## config.mk

```make
export PLATFORM = sky130hd
export DESIGN_NAME = spi_target
export DESIGN_NICKNAME = d
export VERILOG_FILES = /design/src/rtl/spi_target_pkg.sv /design/src/rtl/spi_target_sync.sv /design/src/rtl/spi_target.sv
export SDC_FILE = /design/constraint.sdc
export NUM_CORES = 1
export LEC_CHECK = 0
export ABC_CLOCK_PERIOD_IN_PS = 1900
export CAP_MARGIN = 20
export CORE_MARGIN = 2
export CORE_UTILIZATION = 30
export CTS_BUF_LIST = sky130_fd_sc_hd__clkbuf_8 sky130_fd_sc_hd__clkbuf_16
export DETAILED_ROUTE_END_ITERATION = 7
export GPL_TIMING_DRIVEN = 0
export PLACE_DENSITY_LB_ADDON = 0.15
export SLEW_MARGIN = 25
export SYNTH_ARGS = -nofsm -noshare
export SYNTH_HDL_FRONTEND = slang
export SYNTH_SLANG_ARGS = --single-unit
export TNS_END_PERCENT = 50
```

## constraint.sdc

```tcl
create_clock -name clk -period 1.9 [get_ports clk]
set_input_delay 0.285 -clock clk [delete_from_list [all_inputs] [get_ports clk]]
set_output_delay 0.285 -clock clk [all_outputs]
set_load 0.005 [all_outputs]
```

## src/rtl/spi_target_pkg.sv

```systemverilog
// Shared constants for the SPI target: register map, STATUS/CTRL bit
// positions and the default byte shifted out when nothing is queued.
package spi_target_pkg;

   localparam logic [1:0] ADDR_DATA   = 2'd0;
   localparam logic [1:0] ADDR_STATUS = 2'd1;
   localparam logic [1:0] ADDR_CTRL   = 2'd2;

   localparam int ST_RX_FULL   = 0;
   localparam int ST_TX_EMPTY  = 1;
   localparam int ST_OVERRUN   = 2;
   localparam int ST_UNDERRUN  = 3;
   localparam int ST_CS_ACTIVE = 4;
   localparam int ST_BUSY      = 5;

   localparam int CTRL_EN    = 0;
   localparam int CTRL_RXIE  = 1;
   localparam int CTRL_TXIE  = 2;
   localparam int CTRL_ERRIE = 3;

   localparam logic [7:0] FILL_BYTE_DEFAULT = 8'hFF;

endpackage

```

## src/rtl/spi_target_sync.sv

```systemverilog
// Two-flop synchronizer for one asynchronous SPI pin, plus a history flop
// so single-cycle rise/fall strobes can be derived from the synced level.
module spi_target_sync #(
   parameter logic IDLE = 1'b0
) (
   input  logic clk,
   input  logic rst,
   input  logic async_in,
   output logic level,
   output logic rise,
   output logic fall
);

   logic meta_q;
   logic sync_q;
   logic hist_q;

   // Synchronizer chain and history flop, all reset to the pin's idle level.
   always_ff @(posedge clk) begin
      // NOTE: non-blocking assignments make the three flops shift together;
      // blocking ones would collapse the chain into a single stage.
      if (rst) begin
         meta_q <= IDLE;
         sync_q <= IDLE;
         hist_q <= IDLE;
      end else begin
         meta_q <= async_in;
         sync_q <= meta_q;
         hist_q <= sync_q;
      end
   end

   assign level = sync_q;
   assign rise  = sync_q & ~hist_q;
   assign fall  = ~sync_q & hist_q;

endmodule

```

## src/rtl/spi_target.sv

```systemverilog
// SPI mode-0 target with single-byte RX/TX holding registers, a byte-wide
// CPU register port (DATA/STATUS/CTRL) and a maskable interrupt request.
module spi_target
   import spi_target_pkg::*;
#(
   parameter logic [7:0] FILL_BYTE = FILL_BYTE_DEFAULT
) (
   input  logic       clk,
   input  logic       rst,
   input  logic       cs,
   input  logic       we,
   input  logic [1:0] addr,
   input  logic [7:0] din,
   output logic [7:0] dout,
   output logic       irq,
   input  logic       spi_sclk,
   input  logic       spi_mosi,
   input  logic       spi_cs_n,
   output logic       spi_miso,
   output logic       spi_miso_oe,
   output logic [3:0] diag
);

   logic sclk_sync, sclk_rise, sclk_fall;
   logic mosi_sync, mosi_rise, mosi_fall;
   logic cs_n_sync, cs_n_rise, cs_n_fall;
   logic unused_mosi_edges;

   spi_target_sync #(.IDLE(1'b0)) u_sync_sclk (
      .clk(clk), .rst(rst), .async_in(spi_sclk),
      .level(sclk_sync), .rise(sclk_rise), .fall(sclk_fall));
   spi_target_sync #(.IDLE(1'b0)) u_sync_mosi (
      .clk(clk), .rst(rst), .async_in(spi_mosi),
      .level(mosi_sync), .rise(mosi_rise), .fall(mosi_fall));
   spi_target_sync #(.IDLE(1'b1)) u_sync_cs_n (
      .clk(clk), .rst(rst), .async_in(spi_cs_n),
      .level(cs_n_sync), .rise(cs_n_rise), .fall(cs_n_fall));

   // MOSI is only sampled as a level; its edge strobes have no consumer.
   assign unused_mosi_edges = mosi_rise | mosi_fall;

   logic       cs_q;
   logic [3:0] ctrl_q;
   logic       rx_full, tx_empty, overrun, underrun;
   logic [7:0] rx_shift, rx_data, tx_hold, tx_shift;
   logic [2:0] bit_cnt;
   logic       oe_q;

   logic       en, cs_active, reg_stb;
   logic       rd_data, wr_data, wr_status, wr_ctrl;
   logic       frame_start, sclk_rise_act, sclk_fall_act;
   logic       byte_done, tx_load, rx_store, rx_overrun;
   logic [7:0] rx_byte;

   assign en        = ctrl_q[CTRL_EN];
   assign cs_active = ~cs_n_sync;

   // Register side effects fire once per cs assertion, however long it is held.
   assign reg_stb   = cs & ~cs_q;
   assign rd_data   = reg_stb & ~we & (addr == ADDR_DATA);
   assign wr_data   = reg_stb &  we & (addr == ADDR_DATA);
   assign wr_status = reg_stb &  we & (addr == ADDR_STATUS);
   assign wr_ctrl   = reg_stb &  we & (addr == ADDR_CTRL);

   assign frame_start   = en & cs_n_fall;
   assign sclk_rise_act = en & cs_active & sclk_rise;
   assign sclk_fall_act = en & cs_active & sclk_fall & (bit_cnt != 3'd0);
   assign byte_done     = sclk_rise_act & (bit_cnt == 3'd7);
   assign tx_load       = frame_start | byte_done;
   assign rx_byte       = {rx_shift[6:0], mosi_sync};
   // A DATA read in the completion cycle frees the slot, so the byte is kept.
   assign rx_store      = byte_done & (~rx_full | rd_data);
   assign rx_overrun    = byte_done & rx_full & ~rd_data;

   // Previous-cycle cs, used to find the first cycle of a register access.
   always_ff @(posedge clk) begin
      if (rst) cs_q <= 1'b0;
      else     cs_q <= cs;
   end

   // CTRL register.
   always_ff @(posedge clk) begin
      if (rst)          ctrl_q <= 4'h0;
      else if (wr_ctrl) ctrl_q <= din[3:0];
   end

   // STATUS flags; hardware set events win over W1C clears.
   always_ff @(posedge clk) begin
      if (rst) begin
         rx_full  <= 1'b0;
         tx_empty <= 1'b1;
         overrun  <= 1'b0;
         underrun <= 1'b0;
      end else begin
         if (rx_store)     rx_full <= 1'b1;
         else if (rd_data) rx_full <= 1'b0;
         if (wr_data)      tx_empty <= 1'b0;
         else if (tx_load) tx_empty <= 1'b1;
         overrun  <= (overrun  & ~(wr_status & din[ST_OVERRUN]))  | rx_overrun;
         underrun <= (underrun & ~(wr_status & din[ST_UNDERRUN])) | (tx_load & tx_empty);
      end
   end

   // Receive shifter and RX holding register.
   always_ff @(posedge clk) begin
      // NOTE: the data registers are reset as well so a DATA read straight
      // after reset returns a defined value rather than power-up garbage.
      if (rst) begin
         rx_shift <= 8'h00;
         rx_data  <= 8'h00;
      end else begin
         if (sclk_rise_act) rx_shift <= rx_byte;
         if (rx_store)      rx_data  <= rx_byte;
      end
   end

   // TX holding register and transmit shifter; a reload sees pre-write state.
   always_ff @(posedge clk) begin
      if (rst) begin
         tx_hold  <= 8'h00;
         tx_shift <= FILL_BYTE;
      end else begin
         if (wr_data) tx_hold <= din;
         if (tx_load)            tx_shift <= tx_empty ? FILL_BYTE : tx_hold;
         else if (sclk_fall_act) tx_shift <= {tx_shift[6:0], 1'b0};
      end
   end

   // Bit counter and MISO output enable, framed by CS_n and gated by EN.
   always_ff @(posedge clk) begin
      if (rst) begin
         bit_cnt <= 3'd0;
         oe_q    <= 1'b0;
      end else if (~en | cs_n_rise) begin
         bit_cnt <= 3'd0;
         oe_q    <= 1'b0;
      end else if (frame_start) begin
         bit_cnt <= 3'd0;
         oe_q    <= 1'b1;
      end else if (sclk_rise_act) begin
         bit_cnt <= bit_cnt + 3'd1;
      end
   end

   // Read mux for the addressed register.
   always_comb begin
      // NOTE: default first so every path assigns dout and no latch is inferred.
      dout = 8'h00;
      case (addr)
         ADDR_DATA:   dout = rx_data;
         ADDR_STATUS: dout = {2'b00, (bit_cnt != 3'd0), cs_active,
                              underrun, overrun, tx_empty, rx_full};
         ADDR_CTRL:   dout = {4'h0, ctrl_q};
         default:     dout = 8'h00;
      endcase
   end

   assign irq = en & ((ctrl_q[CTRL_RXIE]  & rx_full)  |
                      (ctrl_q[CTRL_TXIE]  & tx_empty) |
                      (ctrl_q[CTRL_ERRIE] & (overrun | underrun)));

   assign spi_miso    = tx_shift[7];
   assign spi_miso_oe = oe_q;
   assign diag        = {cs_active, sclk_sync, mosi_sync, spi_miso};

endmodule

```

==> reports/results.ini <==
[place]
dpl.hpwl_mm = 3.60
port_buffers = 31
post_dp_cell_area_sq_um = 2650
gp_congestion = 0.753
dp_slack_ns = -0.756
place_inst = 370

[sta]
post-route-period-util_pct = 93.3
tightest_slew_ns = 0.570
drv_slew = 0
period_minus_slack_ns = 1.77
hold_viol_final = 0
tns_ns = 0
rsz0062_at_grt = yes
clock-skew-final_ns = 0.00550
clock.fmax_ghz = 0.564
slew_headroom_pct = 62.0
setup-violations-final = 0
layout_setup_ws_ns = 0.127

[route]
drc_errors = 0
first_pass_iters = 4
drtIter0Drc = 68
drt-total-wl_mm = 5.03
vias = 1735
wl_per_cell_um = 13.2
via_per_inst = 4.55
ant_nets = 0

[power_and_ir_drop]
peakVddDrop_uv = 389
powerDensity_nw_per_um2 = 661
clkPwrFrac_pct = 32.4
internal-power_w = 0.00143
combPwrFrac_pct = 7.7
design_power_total_w = 0.00186
power.switching_w = 0.000428
swShare_pct = 23.1
p_seq_share_pct = 60.0
p_leak_nw = 1.10

[finish]
drive_above_1_share_pct = 11.0
fin_cells = 381
n_fill_cell = 777
syn2layout_area_growth_pct = 26.6
num_antenna_cells = 0
fin_nets = 302
fin_area_sq_um = 2810

[yosys]
synth_flop_cell = dfxtp_1
synthTopCellsByArea = dfxtp_1 47%, mux2i_1 11%, nand2_1 5.4%
yosysUniqueCellTypes = 31
synth_area_leader_cell = dfxtp_1
ys_warn_count = 0
ys_seq_elements = 52
syn_area_per_cell_sq_um = 9.24
yosysMostFrequentCell = dfxtp_1
syn-cell-area_sq_um = 2220
syn_nets = 260
synthTopCellsByCount = 52 x dfxtp_1, 32 x nand2_1, 24 x mux2i_1
ys_seq_area_share_pct = 47.0
ys_async_sr_fraction_pct = 0
netlist.area_leader.share_pct = 47.0
synth_cells = 240
synth-edff-count = 0

[flow_run]
drv_cap = 0

[setup_path]
arrival_ns = 1.94
setup.worst_path.start_class = input port
critPathKind = input port to register
endpoint_kind = register
cp_data_required_time_ns = 2.07
cp_max_fo = 10

[floorplan]
die_x_um = 90.0
core_sq_um = 7210
die_area_sq_um = 8090
io_pins = 32
rows = 31
die_y_um = 90.0
initial_utilization_pct = 30.7

[clocking]
cts.clk_slew.worst_paths_ns = 0.09
cts-root-buf = clkbuf_8
h-tree-depth = 2
clock_latency_ns = 0.30
ctsHoldBuffers = 0
cts_buffer_depth = 2
cts_sinks = 52
cts_buffers = 5
cts_tree = done

[global_routing]
antenna_found_initial = 0
first_global_vias = 1654
overflow = 0
grt_max_degree = 15
grt_pass1_wl_mm = 8.28
grtUsageTotal_pct = 12.8

[worst_hold_path]
hold_path_class = register to register

[outcome]
status = finished, final reports clean

logic make-up after synthesis:
| family | after synthesis | share of synthesized area (%) |
|---|---|---|
| mux | 24 | 10.8 |
| xor+xnor | 2 | 0.790 |
| flops | 52 | 47.0 |
| buf+inv | 21 | 4.91 |
| fa+ha+maj | 4 | 2.14 |
| simple gates | 97 | 23.3 |
| compound gates | 40 | 11.1 |
routing by layer:
layer,vias up,global-route usage [%],part of all wire [%]
li1,895,-,-
met2,27,19.4,44
met5,-,0,0
met4,0,4.62,1.5
met1,803,17.8,51
met3,10,3.02,3.2
state kept, by name (all words and copies together), names as in the netlist:
register,count
bit_cnt,3
u_sync_sclk.hist_q,1
u_sync_cs_n.meta_q,1
rx_full,1
tx_empty,1
u_sync_mosi.level,1
rx_shift,7
u_sync_mosi.meta_q,1
cs_q,1
overrun,1
u_sync_cs_n.hist_q,1
rx_data,8
ctrl_q,4
u_sync_cs_n.level,1
u_sync_sclk.meta_q,1
u_sync_sclk.level,1
underrun,1
tx_hold,8
spi_miso_oe,1
tx_shift,8
timing repair:
action / 4_1_cts / 5_1_grt
resized for setup: 18 / 9
gates cloned: 1 / 0
endpoints found under the setup margin: 8 / 14
setup buffers: 2 / 2
power groups by stage:
stage	combinational, W	sequential [W]	clock, W
floorplan	0.0000648	0.00113	0
global placement	0.000134	0.00114	0
detailed placement	0.000133	0.00114	0
CTS	0.000142	0.00111	0.000627
global route	0.000155	0.00112	0.000670
finish	0.000142	0.00111	0.000600
area by class of cell:
cell class	instances	area (sq um)	area share (%)
multi-input cells	167	1090	38.9
flip-flops and latches	52	1050	37.3
repair buffers	36	343	12.2
well taps	99	124	4.41
plain buffers	17	114	4.06
clock buffers	5	68.8	2.45
inverters	3	11.3	0.401
clock inverters	2	8.76	0.312
critical path, cell delays in order:
cell	delay, ns
clkdlybuf4s50_1	0.66
clkbuf_1	0.40
clkbuf_1	0.50
a21oi_1	0.09
per-stage QoR:
step	util, %	hold WS [ns]
floorplan	-	0.389
global placement	36.7	0.402
detailed placement	36.7	0.408
CTS	38.4	0.431
global route	38.9	0.457
finish	38.9	0.428
placed cells by master (no fill, tap or decap), types with 7 or more instances in the layout:
cell | netlist | routed
buf_4 | 4 | 8
dlygate4sd2_1 | 0 | 8
nand3_1 | 9 | 9
mux2i_1 | 24 | 24
dfxtp_1 | 52 | 48
clkbuf_8 | 0 | 7
o21ai_0 | 8 | 8
nor2b_1 | 8 | 7
clkdlybuf4s50_1 | 0 | 21
nor2_1 | 11 | 9
a2bb2oi_1 | 8 | 8
a21oi_1 | 18 | 18
nand2b_1 | 18 | 18
clkbuf_1 | 12 | 9
nand2_1 | 32 | 32
path summary, 6_finish.rpt:
check                                   startpoint           endpoint  slack [ns]  cells past startpoint
worst max-delay path                           rst        rx_shift[6]        0.13                      4
worst min register to register  u_sync_cs_n.meta_q  u_sync_cs_n.level        0.43                      1
worst min-delay path            u_sync_cs_n.meta_q  u_sync_cs_n.level        0.43                      1
worst max register to register          bit_cnt[0]        tx_shift[4]        0.17                      8
(Power assumes the default switching activity.)
